<file path="src/rtl/pipe_pkg.sv">
// Shared constants for the pipeline-stage register slice: default widths,
// ctrl-bit and data-word indices, event-counter width and a saturating increment.
package pipe_pkg;

    localparam int unsigned CTRL_W_DEF = 8;
    localparam int unsigned REG_W_DEF  = 5;
    localparam int unsigned DATA_W_DEF = 32;
    localparam int unsigned CNT_W      = 16;

    // Control-bit positions within a ctrl beat
    localparam int unsigned C_MEMWR    = 0;
    localparam int unsigned C_BRANCH   = 1;
    localparam int unsigned C_MEMTOREG = 2;
    localparam int unsigned C_REGWR    = 3;
    localparam int unsigned C_JR       = 4;
    localparam int unsigned C_JAL      = 5;
    localparam int unsigned C_J        = 6;
    localparam int unsigned C_ZERO     = 7;

    // Data-word positions within the data bundle
    localparam int unsigned D_PCNEW  = 0;
    localparam int unsigned D_BUSA   = 1;
    localparam int unsigned D_BUSB   = 2;
    localparam int unsigned D_ALUOUT = 3;
    localparam int unsigned D_JPC    = 4;
    localparam int unsigned D_BPC    = 5;
    localparam int unsigned D_INST   = 6;

    // Increment that sticks at all-ones instead of wrapping
    function automatic logic [CNT_W-1:0] sat_inc(input logic [CNT_W-1:0] v);
        return (&v) ? v : v + {{(CNT_W-1){1'b0}}, 1'b1};
    endfunction

endpackage

</file>
<file path="src/rtl/pipe_skid_buf.sv">
// Two-entry skid FIFO used by pipe_stage_reg when PIPE_STAGE_SKID_EN is defined.
// The module only exists in that build. Falling-edge clocked; clr empties both
// entries.
`ifdef PIPE_STAGE_SKID_EN
module pipe_skid_buf #(
    parameter int unsigned W = 8
) (
    input  logic         clk,
    input  logic         rst_n,
    input  logic         clr,
    input  logic         push,
    input  logic         pop,
    input  logic [W-1:0] wdata,
    output logic [W-1:0] rdata,
    output logic         empty,
    output logic         full
);

    logic [W-1:0] r_mem [2];
    logic         r_wptr;
    logic         r_rptr;
    logic [1:0]   r_cnt;

    // Storage, pointers and occupancy; clear wipes entries as well as pointers
    always_ff @(negedge clk or negedge rst_n) begin
        if (!rst_n) begin
            r_mem[0] <= '0;
            r_mem[1] <= '0;
            r_wptr   <= 1'b0;
            r_rptr   <= 1'b0;
            r_cnt    <= '0;
        end else if (clr) begin
            r_mem[0] <= '0;
            r_mem[1] <= '0;
            r_wptr   <= 1'b0;
            r_rptr   <= 1'b0;
            r_cnt    <= '0;
        end else begin
            if (push) begin
                r_mem[r_wptr] <= wdata;
                r_wptr        <= ~r_wptr;
            end
            if (pop) begin
                r_rptr <= ~r_rptr;
            end
            case ({push, pop})
                2'b10:   r_cnt <= r_cnt + 2'd1;
                2'b01:   r_cnt <= r_cnt - 2'd1;
                default: r_cnt <= r_cnt;
            endcase
        end
    end

    assign rdata = r_mem[r_rptr];
    assign empty = (r_cnt == 2'd0);
    assign full  = r_cnt[1];

endmodule
`endif

</file>
<file path="src/rtl/pipe_stage_reg.sv">
// Falling-edge pipeline stage register with valid/ready handshake, flush
// squash and saturating flush/stall counters.
// Build option PIPE_STAGE_SKID_EN: adds a 2-entry skid buffer (registered
// in_ready); default build is a single register with combinational in_ready.
module pipe_stage_reg
    import pipe_pkg::*;
#(
    parameter int unsigned CTRL_W         = CTRL_W_DEF,
    parameter int unsigned REG_W          = REG_W_DEF,
    parameter int unsigned NREG           = 3,
    parameter int unsigned DATA_W         = DATA_W_DEF,
    parameter int unsigned NDATA          = 7,
    parameter int unsigned NFLUSH         = 2,
    parameter int unsigned FLUSH_ZERO_ALL = 1
) (
    input  logic                    clk,
    input  logic                    rst_n,
    input  logic                    in_valid,
    output logic                    in_ready,
    input  logic [CTRL_W-1:0]       in_ctrl,
    input  logic [NREG*REG_W-1:0]   in_reg,
    input  logic [NDATA*DATA_W-1:0] in_data,
    output logic                    out_valid,
    input  logic                    out_ready,
    output logic [CTRL_W-1:0]       out_ctrl,
    output logic [NREG*REG_W-1:0]   out_reg,
    output logic [NDATA*DATA_W-1:0] out_data,
    input  logic [NFLUSH-1:0]       flush,
    output logic [15:0]             flush_cnt,
    output logic [15:0]             stall_cnt
);

    logic                    r_out_valid;
    logic [CTRL_W-1:0]       r_out_ctrl;
    logic [NREG*REG_W-1:0]   r_out_reg;
    logic [NDATA*DATA_W-1:0] r_out_data;
    logic [CNT_W-1:0]        r_flush_cnt;
    logic [CNT_W-1:0]        r_stall_cnt;

    logic                    w_flush;
    logic                    w_hold;
    logic                    w_cap_valid;
    logic [CTRL_W-1:0]       w_cap_ctrl;
    logic [NREG*REG_W-1:0]   w_cap_reg;
    logic [NDATA*DATA_W-1:0] w_cap_data;

    assign w_flush = |flush;
    assign w_hold  = r_out_valid & ~out_ready;

`ifdef PIPE_STAGE_SKID_EN
    localparam int unsigned PAY_W = CTRL_W + NREG*REG_W + NDATA*DATA_W;

    logic             w_sk_push;
    logic             w_sk_pop;
    logic             w_sk_empty;
    logic             w_sk_full;
    logic [PAY_W-1:0] w_sk_rdata;

    // Input bypasses straight to the output register when the skid is empty and
    // the register is free; otherwise it queues behind older beats.
    assign in_ready    = ~w_sk_full;
    assign w_sk_pop    = ~w_flush & ~w_hold & ~w_sk_empty;
    assign w_sk_push   = in_valid & ~w_sk_full & ~w_flush & ~(~w_hold & w_sk_empty);
    assign w_cap_valid = ~w_sk_empty | in_valid;
    assign w_cap_ctrl  = w_sk_empty ? in_ctrl : w_sk_rdata[PAY_W-1 -: CTRL_W];
    assign w_cap_reg   = w_sk_empty ? in_reg  : w_sk_rdata[NDATA*DATA_W +: NREG*REG_W];
    assign w_cap_data  = w_sk_empty ? in_data : w_sk_rdata[NDATA*DATA_W-1:0];

    pipe_skid_buf #(
        .W (PAY_W)
    ) u_skid (
        .clk   (clk),
        .rst_n (rst_n),
        .clr   (w_flush),
        .push  (w_sk_push),
        .pop   (w_sk_pop),
        .wdata ({in_ctrl, in_reg, in_data}),
        .rdata (w_sk_rdata),
        .empty (w_sk_empty),
        .full  (w_sk_full)
    );
`else
    assign in_ready    = out_ready | ~r_out_valid | w_flush;
    assign w_cap_valid = in_valid;
    assign w_cap_ctrl  = in_ctrl;
    assign w_cap_reg   = in_reg;
    assign w_cap_data  = in_data;
`endif

    // Output register: flush beats hold, hold beats capture, otherwise bubble
    always_ff @(negedge clk or negedge rst_n) begin
        if (!rst_n) begin
            r_out_valid <= 1'b0;
            r_out_ctrl  <= '0;
            r_out_reg   <= '0;
            r_out_data  <= '0;
        end else if (w_flush) begin
            r_out_valid <= 1'b0;
            r_out_ctrl  <= '0;
            if (FLUSH_ZERO_ALL != 0) begin
                r_out_reg  <= '0;
                r_out_data <= '0;
            end
        end else if (w_hold) begin
            r_out_valid <= r_out_valid;
        end else if (w_cap_valid) begin
            r_out_valid <= 1'b1;
            r_out_ctrl  <= w_cap_ctrl;
            r_out_reg   <= w_cap_reg;
            r_out_data  <= w_cap_data;
        end else begin
            r_out_valid <= 1'b0;
            r_out_ctrl  <= '0;
        end
    end

    // Saturating event counters; a flushed edge never counts as a stall
    always_ff @(negedge clk or negedge rst_n) begin
        if (!rst_n) begin
            r_flush_cnt <= '0;
            r_stall_cnt <= '0;
        end else begin
            if (w_flush) begin
                r_flush_cnt <= sat_inc(r_flush_cnt);
            end
            if (w_hold & ~w_flush) begin
                r_stall_cnt <= sat_inc(r_stall_cnt);
            end
        end
    end

    assign out_valid = r_out_valid;
    assign out_ctrl  = r_out_ctrl;
    assign out_reg   = r_out_reg;
    assign out_data  = r_out_data;
    assign flush_cnt = r_flush_cnt;
    assign stall_cnt = r_stall_cnt;

endmodule

</file>
<file path="config.mk">
export PLATFORM = sky130hd
export DESIGN_NAME = pipe_stage_reg
export DESIGN_NICKNAME = d
export VERILOG_FILES = /design/src/rtl/pipe_pkg.sv /design/src/rtl/pipe_skid_buf.sv /design/src/rtl/pipe_stage_reg.sv
export SDC_FILE = /design/constraint.sdc
export NUM_CORES = 1
export LEC_CHECK = 0
export CAP_MARGIN = 40
export CORE_AREA = 2 2 207 209
export DETAILED_ROUTE_END_ITERATION = 10
export DIE_AREA = 0 0 209 211
export PLACE_DENSITY = 0.64
export SLEW_MARGIN = 25
export SYNTH_ARGS = -nofsm -noshare
export SYNTH_HDL_FRONTEND = slang
export SYNTH_SLANG_ARGS = --single-unit
</file>
<file path="constraint.sdc">
create_clock -name clk -period 2.6 [get_ports clk]
set_input_delay 0.26 -clock clk [delete_from_list [all_inputs] [get_ports clk]]
set_output_delay 0.26 -clock clk [all_outputs]
set_load 0.02 [all_outputs]
</file>
==> results by group, run 1 <==
Detailed routing
  • DR pass1 iterations: 6
  • DRC violations left: 0
  • Antenna Nets Post-Route: 0
  • 1st-iter DRT viols: between 500 and 600
  • Vias/cell: 4.56
  • Vias: 9437
  • DRT Wirelength: 38500 um
  • DR WL/cell: 18.6 um

Synthesis
  • Syn avg cell area: 14.8 um2
  • Main synth FF type: dfrtn_1
  • Number of flops mapped to enable cells by yosys: 0
  • Syn Inst Count: 698
  • Post-Syn Nets: ~950
  • Sequential share of the synthesized area: 0.680
  • Synth warn: 0
  • Post-synthesis async set-or-reset flop share: 1.00
  • Post-Syn Area: 10300 um2
  • FF+latch count, synth: 280
  • Distinct cells, synth: 40

Status
  • Status: finished, violations left
  • Failing checks: setup timing

Timing
  • Final WS setup: -549 ps
  • Slew @ Worst Pin: between 500 and 600 ps
  • RSZ-0062 raised after global routing: true
  • Final Hold Violating Endpoints: 0
  • Relative slew slack: 0.633
  • Final Setup Violations: about 280
  • Layout Skew: 12.6 ps
  • Max-slew violation count: 0

Floorplanning
  • Area of the die: 44100 um2
  • Chip width: 209 um
  • CORE AREA: 41800 um2
  • Height of the chip: ~210 um
  • Num ports: approximately 530
  • Num rows: 75
  • Starting density of the core: 0.247

Worst setup path
  • WP data arrival: 2890 ps
  • Startpoint types: flip-flop
  • Worst Path Required: about 2300 ps
  • CP max FO: 2
  • CP Class: flip-flop to output port
  • CP Capture Type: output port

Layout
  • Layout cell share with drive strength beyond 1: 0.427
  • Max reg flops: 224
  • # nets final: 1762
  • Synthesis-to-finish area growth: 93.9%

Clock tree
  • Root buffer cell: clkbuf_16
  • Clock tree sinks: 280
  • Clock Path Buffers: 3
  • TritonCTS buffer count: 31
  • Number of hold buffers added after cts: 0
  • Number of H-tree levels: 1
  • CTS tree: done
  • Clk slew on worst S/H paths: 50 ps
  • Clock Latency Late Sink: roughly 560 ps

Placed design
  • GP Congestion: around 0.85
  • Pre-CTS setup slack: -730 ps
  • HPWL Detailed: between 20000 and 30000 um
  • Port Buf Inserts: 533

Power and ir drop
  • Power per cell area: 572 nW/um2
  • LEAKAGE: 9.97 nW
  • Peak VDD IR: around 350 uV
  • Total power: 11.4 mW

Hold path
  • Hold Crit Class: flip-flop to flip-flop

Global route
  • Vias in the first global route: 9671
  • First-pass GRT wire length: roughly 57000 um
  • Initial antenna violation count: 1
  • Largest net degree at the start of global routing: 60
  • Grt total ovfl: 0
  • Total track usage: 0.163

Run
  • Max Cap Violations: 0
[per-stage QoR]
stage	instances	hold WS, ps	util	cell area, um2	setup TNS, ps
finish	2070	472	0.479	20000	-20040
global route	2069	489	0.479	20000	-29600
CTS	1976	473	0.462	19300	-25970
detailed placement	1838	450	0.413	17300	-169530
global placement	1838	442	0.413	17300	-165880
floorplan	698	523	-	10500	-1250
[cell usage in the layout (no fill, tap or decap), types with 4 or more instances in the layout]
| cell | count |
|---|---|
| and4_1 | 4 |
| nor3_1 | 9 |
| bufinv_16 | 4 |
| a21oi_1 | 4 |
| clkinv_2 | 8 |
| clkbuf_8 | 6 |
| nor2_1 | 5 |
| xor2_1 | 19 |
| clkbuf_16 | 31 |
| clkdlybuf4s50_1 | 248 |
| nand4_1 | 6 |
| buf_6 | 283 |
| nand3_1 | 11 |
| buf_12 | 21 |
| nand2_1 | 9 |
| buf_4 | 276 |
| a22o_1 | 247 |
| xnor2_1 | 4 |
| nor4_1 | 4 |
| dfrtn_1 | 280 |
[power breakdown]
part / switching [mW] / leakage (nW) / total, mW / internal (mW)
combinational: 0.924 / 5.62 / 2.13 / 1.20
sequential: 0.153 / 3.82 / 4.75 / 4.60
clock: 1.81 / 0.525 / 4.55 / 2.74
total: 2.89 / 9.97 / 11.4 / 8.55
[worst max-delay path, cell delays in order (launching register included)]
cell     delay [ps]
dfrtn_1         430
nor4b_4         300
inv_4            60
buf_6           120
buf_6           120
[repair_timing]
action                                  in CTS  in global routing
resized for setup                         1672                  7
pin swaps                                    3                  3
setup buffers                               83                 93
endpoints found under the setup margin     489                299
endpoints found under the hold margin        0                  0
[cell usage after synthesis (3+ instances only)]
master | count | share of area
xnor2_1 | 4 | 0.0034
nor2_1 | 5 | 0.0018
a22o_1 | 247 | 0.21
nand4_1 | 6 | 0.0036
xor2_1 | 19 | 0.016
nor3_1 | 9 | 0.0044
and4_1 | 4 | 0.0034
clkbuf_1 | 7 | 0.0025
a41oi_1 | 3 | 0.0025
nor4_4 | 3 | 0.0062
nand3_1 | 11 | 0.0053
dfrtn_1 | 280 | 0.68
buf_2 | 49 | 0.024
nand4_2 | 3 | 0.0036
and3_1 | 3 | 0.0018
nor4_1 | 4 | 0.0024
nand2_1 | 9 | 0.0033
a21oi_1 | 4 | 0.0019
[final cells by class]
type	count	area, um2
sequential	280	7010
multi-input combinational	359	3040
clock inverter	16	193
tap	539	674
inverter	3	13.8
antenna	1	2.50
fill	3657	21800
clock buffer	40	870
timing repair buffer	832	8190
[worst paths after layout]
| check | from | to | slack [ps] | depth (start not counted) |
|---|---|---|---|---|
| setup / recovery | out_valid | in_ready | -550 | 4 |
| hold / removal | out_data[24] | out_data[24] | 470 | 1 |
| setup reg to reg | stall_cnt[0] | stall_cnt[1] | 380 | 8 |
| hold reg to reg | out_data[24] | out_data[24] | 470 | 1 |
| max in group asynchronous | rst_n | out_data[58] | 1110 | 2 |
| min in group asynchronous | rst_n | out_data[42] | 760 | 1 |
[logic make-up after synthesis]
family | synth area share
DFF | 0.680
xor gates and xnor gates | 0.0195
buffers and inverters | 0.0274
muxes | 0.00473
adders and majority gates | 0.00243
and+or+nand+nor | 0.0456
AOI/OAI and AO/OA | 0.221
[per-layer routing]
| metal | up-vias | share of wire | GRT usage |
|---|---|---|---|
| li1 | 4311 | - | - |
| met1 | 4680 | 0.39 | 0.196 |
| met2 | 386 | 0.50 | 0.283 |
| met3 | 60 | 0.087 | 0.0508 |
| met4 | 0 | 0.024 | 0.0461 |
| met5 | - | 0 | 0 |
No activity file was read; power rests on OpenSTA's default activity.
==> run 2, diff against run 1 <==
--- a/config.mk
+++ b/config.mk
@@ -7,9 +7,10 @@
 export LEC_CHECK = 0
 export CAP_MARGIN = 40
 export CORE_AREA = 2 2 207 209
+export CTS_CLUSTER_DIAMETER = 100
 export DETAILED_ROUTE_END_ITERATION = 10
 export DIE_AREA = 0 0 209 211
-export PLACE_DENSITY = 0.64
+export PLACE_DENSITY_LB_ADDON = 0.15
 export SLEW_MARGIN = 25
 export SYNTH_ARGS = -nofsm -noshare
 export SYNTH_HDL_FRONTEND = slang
==> results by group, run 2 (synthesis gave the netlist of run 1 again) <==
Status
  • Status: finished, violations left
  • Failing checks: setup timing

Power and ir drop
  • Power per cell area: 579 nW/um2 (+1.2%)
  • Peak VDD IR: 337 uV (-3.7%)
  • LEAKAGE: 9.72 nW (-2.6%)

Clock tree
  • Clock tree sinks: 280 (unchanged)
  • Number of hold buffers added after cts: 0 (unchanged)
  • CTS tree: done
  • Root buffer cell: clkbuf_16
  • Clock Path Buffers: 3 (unchanged)
  • Clock Latency Late Sink: 530 ps (-30 ps)
  • Number of H-tree levels: 2 (+1)
  • Clk slew on worst S/H paths: 40 ps (about the same)
  • TritonCTS buffer count: 34 (+9.7%)

Layout
  • # nets final: 1707 (-3.1%)
  • Most frequent cells in the layout: buf_6 (283), dfrtn_1 (280), clkdlybuf4s50_1 (248)
  • Reg area: 7010 um2 (unchanged)
  • Most common cell after layout, fill and taps aside: buf_6
  • Fillcell total: 3775 (+3.2%)
  • Synthesis-to-finish area growth: 91.2%
  • Multi-input logic area: 3110 um2 (+2.3%)
  • Layout cell share with drive strength beyond 1: 0.402 (-0.0246)
  • Max reg flops: 224 (unchanged)

Floorplanning
  • Height of the chip: 211 um (unchanged)
  • Chip width: 209 um (unchanged)
  • Area of the die: 44100 um2 (unchanged)
  • CORE AREA: 41800 um2 (unchanged)
  • Num ports: 534 (unchanged)
  • Starting density of the core: 0.247 (unchanged)
  • Num rows: 75 (unchanged)

Timing
  • Final Hold Violating Endpoints: 0 (unchanged)
  • Final Setup Violations: 285 (+1.4%)
  • Relative slew slack: 0.442 (-0.191)
  • TNS Setup: -13430 ps (+6610 ps)
  • RSZ-0062 raised after global routing: true
  • Max-slew violation count: 0 (unchanged)
  • Final WS setup: -546 ps (+2.63 ps)
  • Layout Skew: 6.34 ps (-6.22 ps)
  • Slew @ Worst Pin: 830 ps (+285 ps)

Worst setup path
  • CP Class: flip-flop to output port
  • CP max FO: 2 (unchanged)
  • CP max-delay cell: dfrtn_1
  • Critical path's largest stage delay: 440 ps (about the same)
  • CP Capture Type: output port
  • Startpoint types: flip-flop
  • CP cell instances: nor4b_4, inv_4, buf_6, buf_6
  • WP data arrival: 2890 ps (about the same)
  • Worst Path Required: 2340 ps (about the same)
  • Most used cell, CP: buf_6

Hold path
  • Hold Crit Class: flip-flop to flip-flop

Detailed routing
  • Vias/cell: 4.51 (-1.2%)
  • 1st-iter DRT viols: 407 (-22%)
  • Vias: 9067 (-3.9%)
  • Antenna Nets Post-Route: 0 (unchanged)
  • DR pass1 iterations: 5 (-1)
  • DRT Wirelength: 39400 um (+2.4%)
  • DR WL/cell: 19.6 um (+5.3%)
  • DRC violations left: 0 (unchanged)

Global route
  • Grt total ovfl: 0 (unchanged)
  • First-pass GRT wire length: 58100 um (+1.5%)
  • Largest net degree at the start of global routing: 44 (-27%)
  • Initial antenna violation count: 1 (unchanged)
  • Total track usage: 0.172 (+0.00885)
  • Vias in the first global route: 9300 (-3.8%)

Placed design
  • Pre-CTS setup slack: -814 ps (-83.2 ps)
  • HPWL Detailed: 28500 um (+4.2%)
  • GP Congestion: 0.803 (-5.0%)
  • Port Buf Inserts: 533 (unchanged)

Run
  • Max Cap Violations: 0 (unchanged)
==> run 2: cell count changes in the layout (fill, tap and decap cells not counted), sizes merged <==
| cell | delta |
|---|---|
| clkinv | -7 |
| clkbuf | +9 |
| clkinvlp | -1 |
| bufinv | -3 |
| buf | -56 |
==> run 2: layout make-up <==
type / instances / share of cell area
Multi-Input combinational cell: 359 / 0.158
Clock inverter: 5 / 0.00286
Inverter: 3 / 0.000698
Timing Repair Buffer: 774 / 0.398
Antenna cell: 1 / 0.000127
Tap cell: 539 / 0.0342
Clock buffer: 51 / 0.0512
Sequential cell: 280 / 0.355
==> run 2: worst paths after layout <==
kind,start,endpoint,slack (ps),cells past startpoint
hold reg to reg,out_data[91],out_data[91],480,1
setup / recovery,out_valid,in_ready,-550,4
hold / removal,out_data[91],out_data[91],480,1
setup reg to reg,stall_cnt[4],stall_cnt[1],270,5
min in group asynchronous,rst_n,out_data[174],810,1
max in group asynchronous,rst_n,out_data[15],1190,2
==> run 2: power by group <==
part / total, mW / switching, mW / internal, mW
Sequential: 4.76 / 0.157 / 4.60
Clock: 4.62 / 1.85 / 2.77
Combinational: 2.03 / 0.896 / 1.14
Total: 11.4 / 2.90 / 8.51
==> run 2: per-layer routing <==
layer	part of all wire	GRT usage
met5	0	0
met4	0.022	0.0579
met3	0.074	0.0538
met2	0.50	0.295
met1	0.40	0.206
==> run 2: repair_timing <==
item / 4_1_cts / 5_1_grt
pin swaps: 5 / 10
hold endpoints to repair: 0 / 0
endpoints found under the setup margin: 549 / 296
gates resized for setup: 1605 / 8
setup buffers: 57 / 65
==> run 2: worst max-delay path: cells and delay by family (launching register included) <==
kind,cells,cell delay (ps)
simple gates,1,320
buf+inv,3,300
flops,1,440
==> run 2: stage by stage <==
step           hold WS (ps)  std cells  cell area [um2]   util  total power [mW]
6_report                476       2012            19700  0.472              11.4
5_1_grt                 484       2012            19700  0.472              11.9
4_1_cts                 479       1946            19200  0.460              11.5
3_5_place_dp            450       1834            17200  0.413              6.69
3_3_place_gp            447       1834            17200  0.413              6.70
2_1_floorplan           523        698            10500      -              5.45
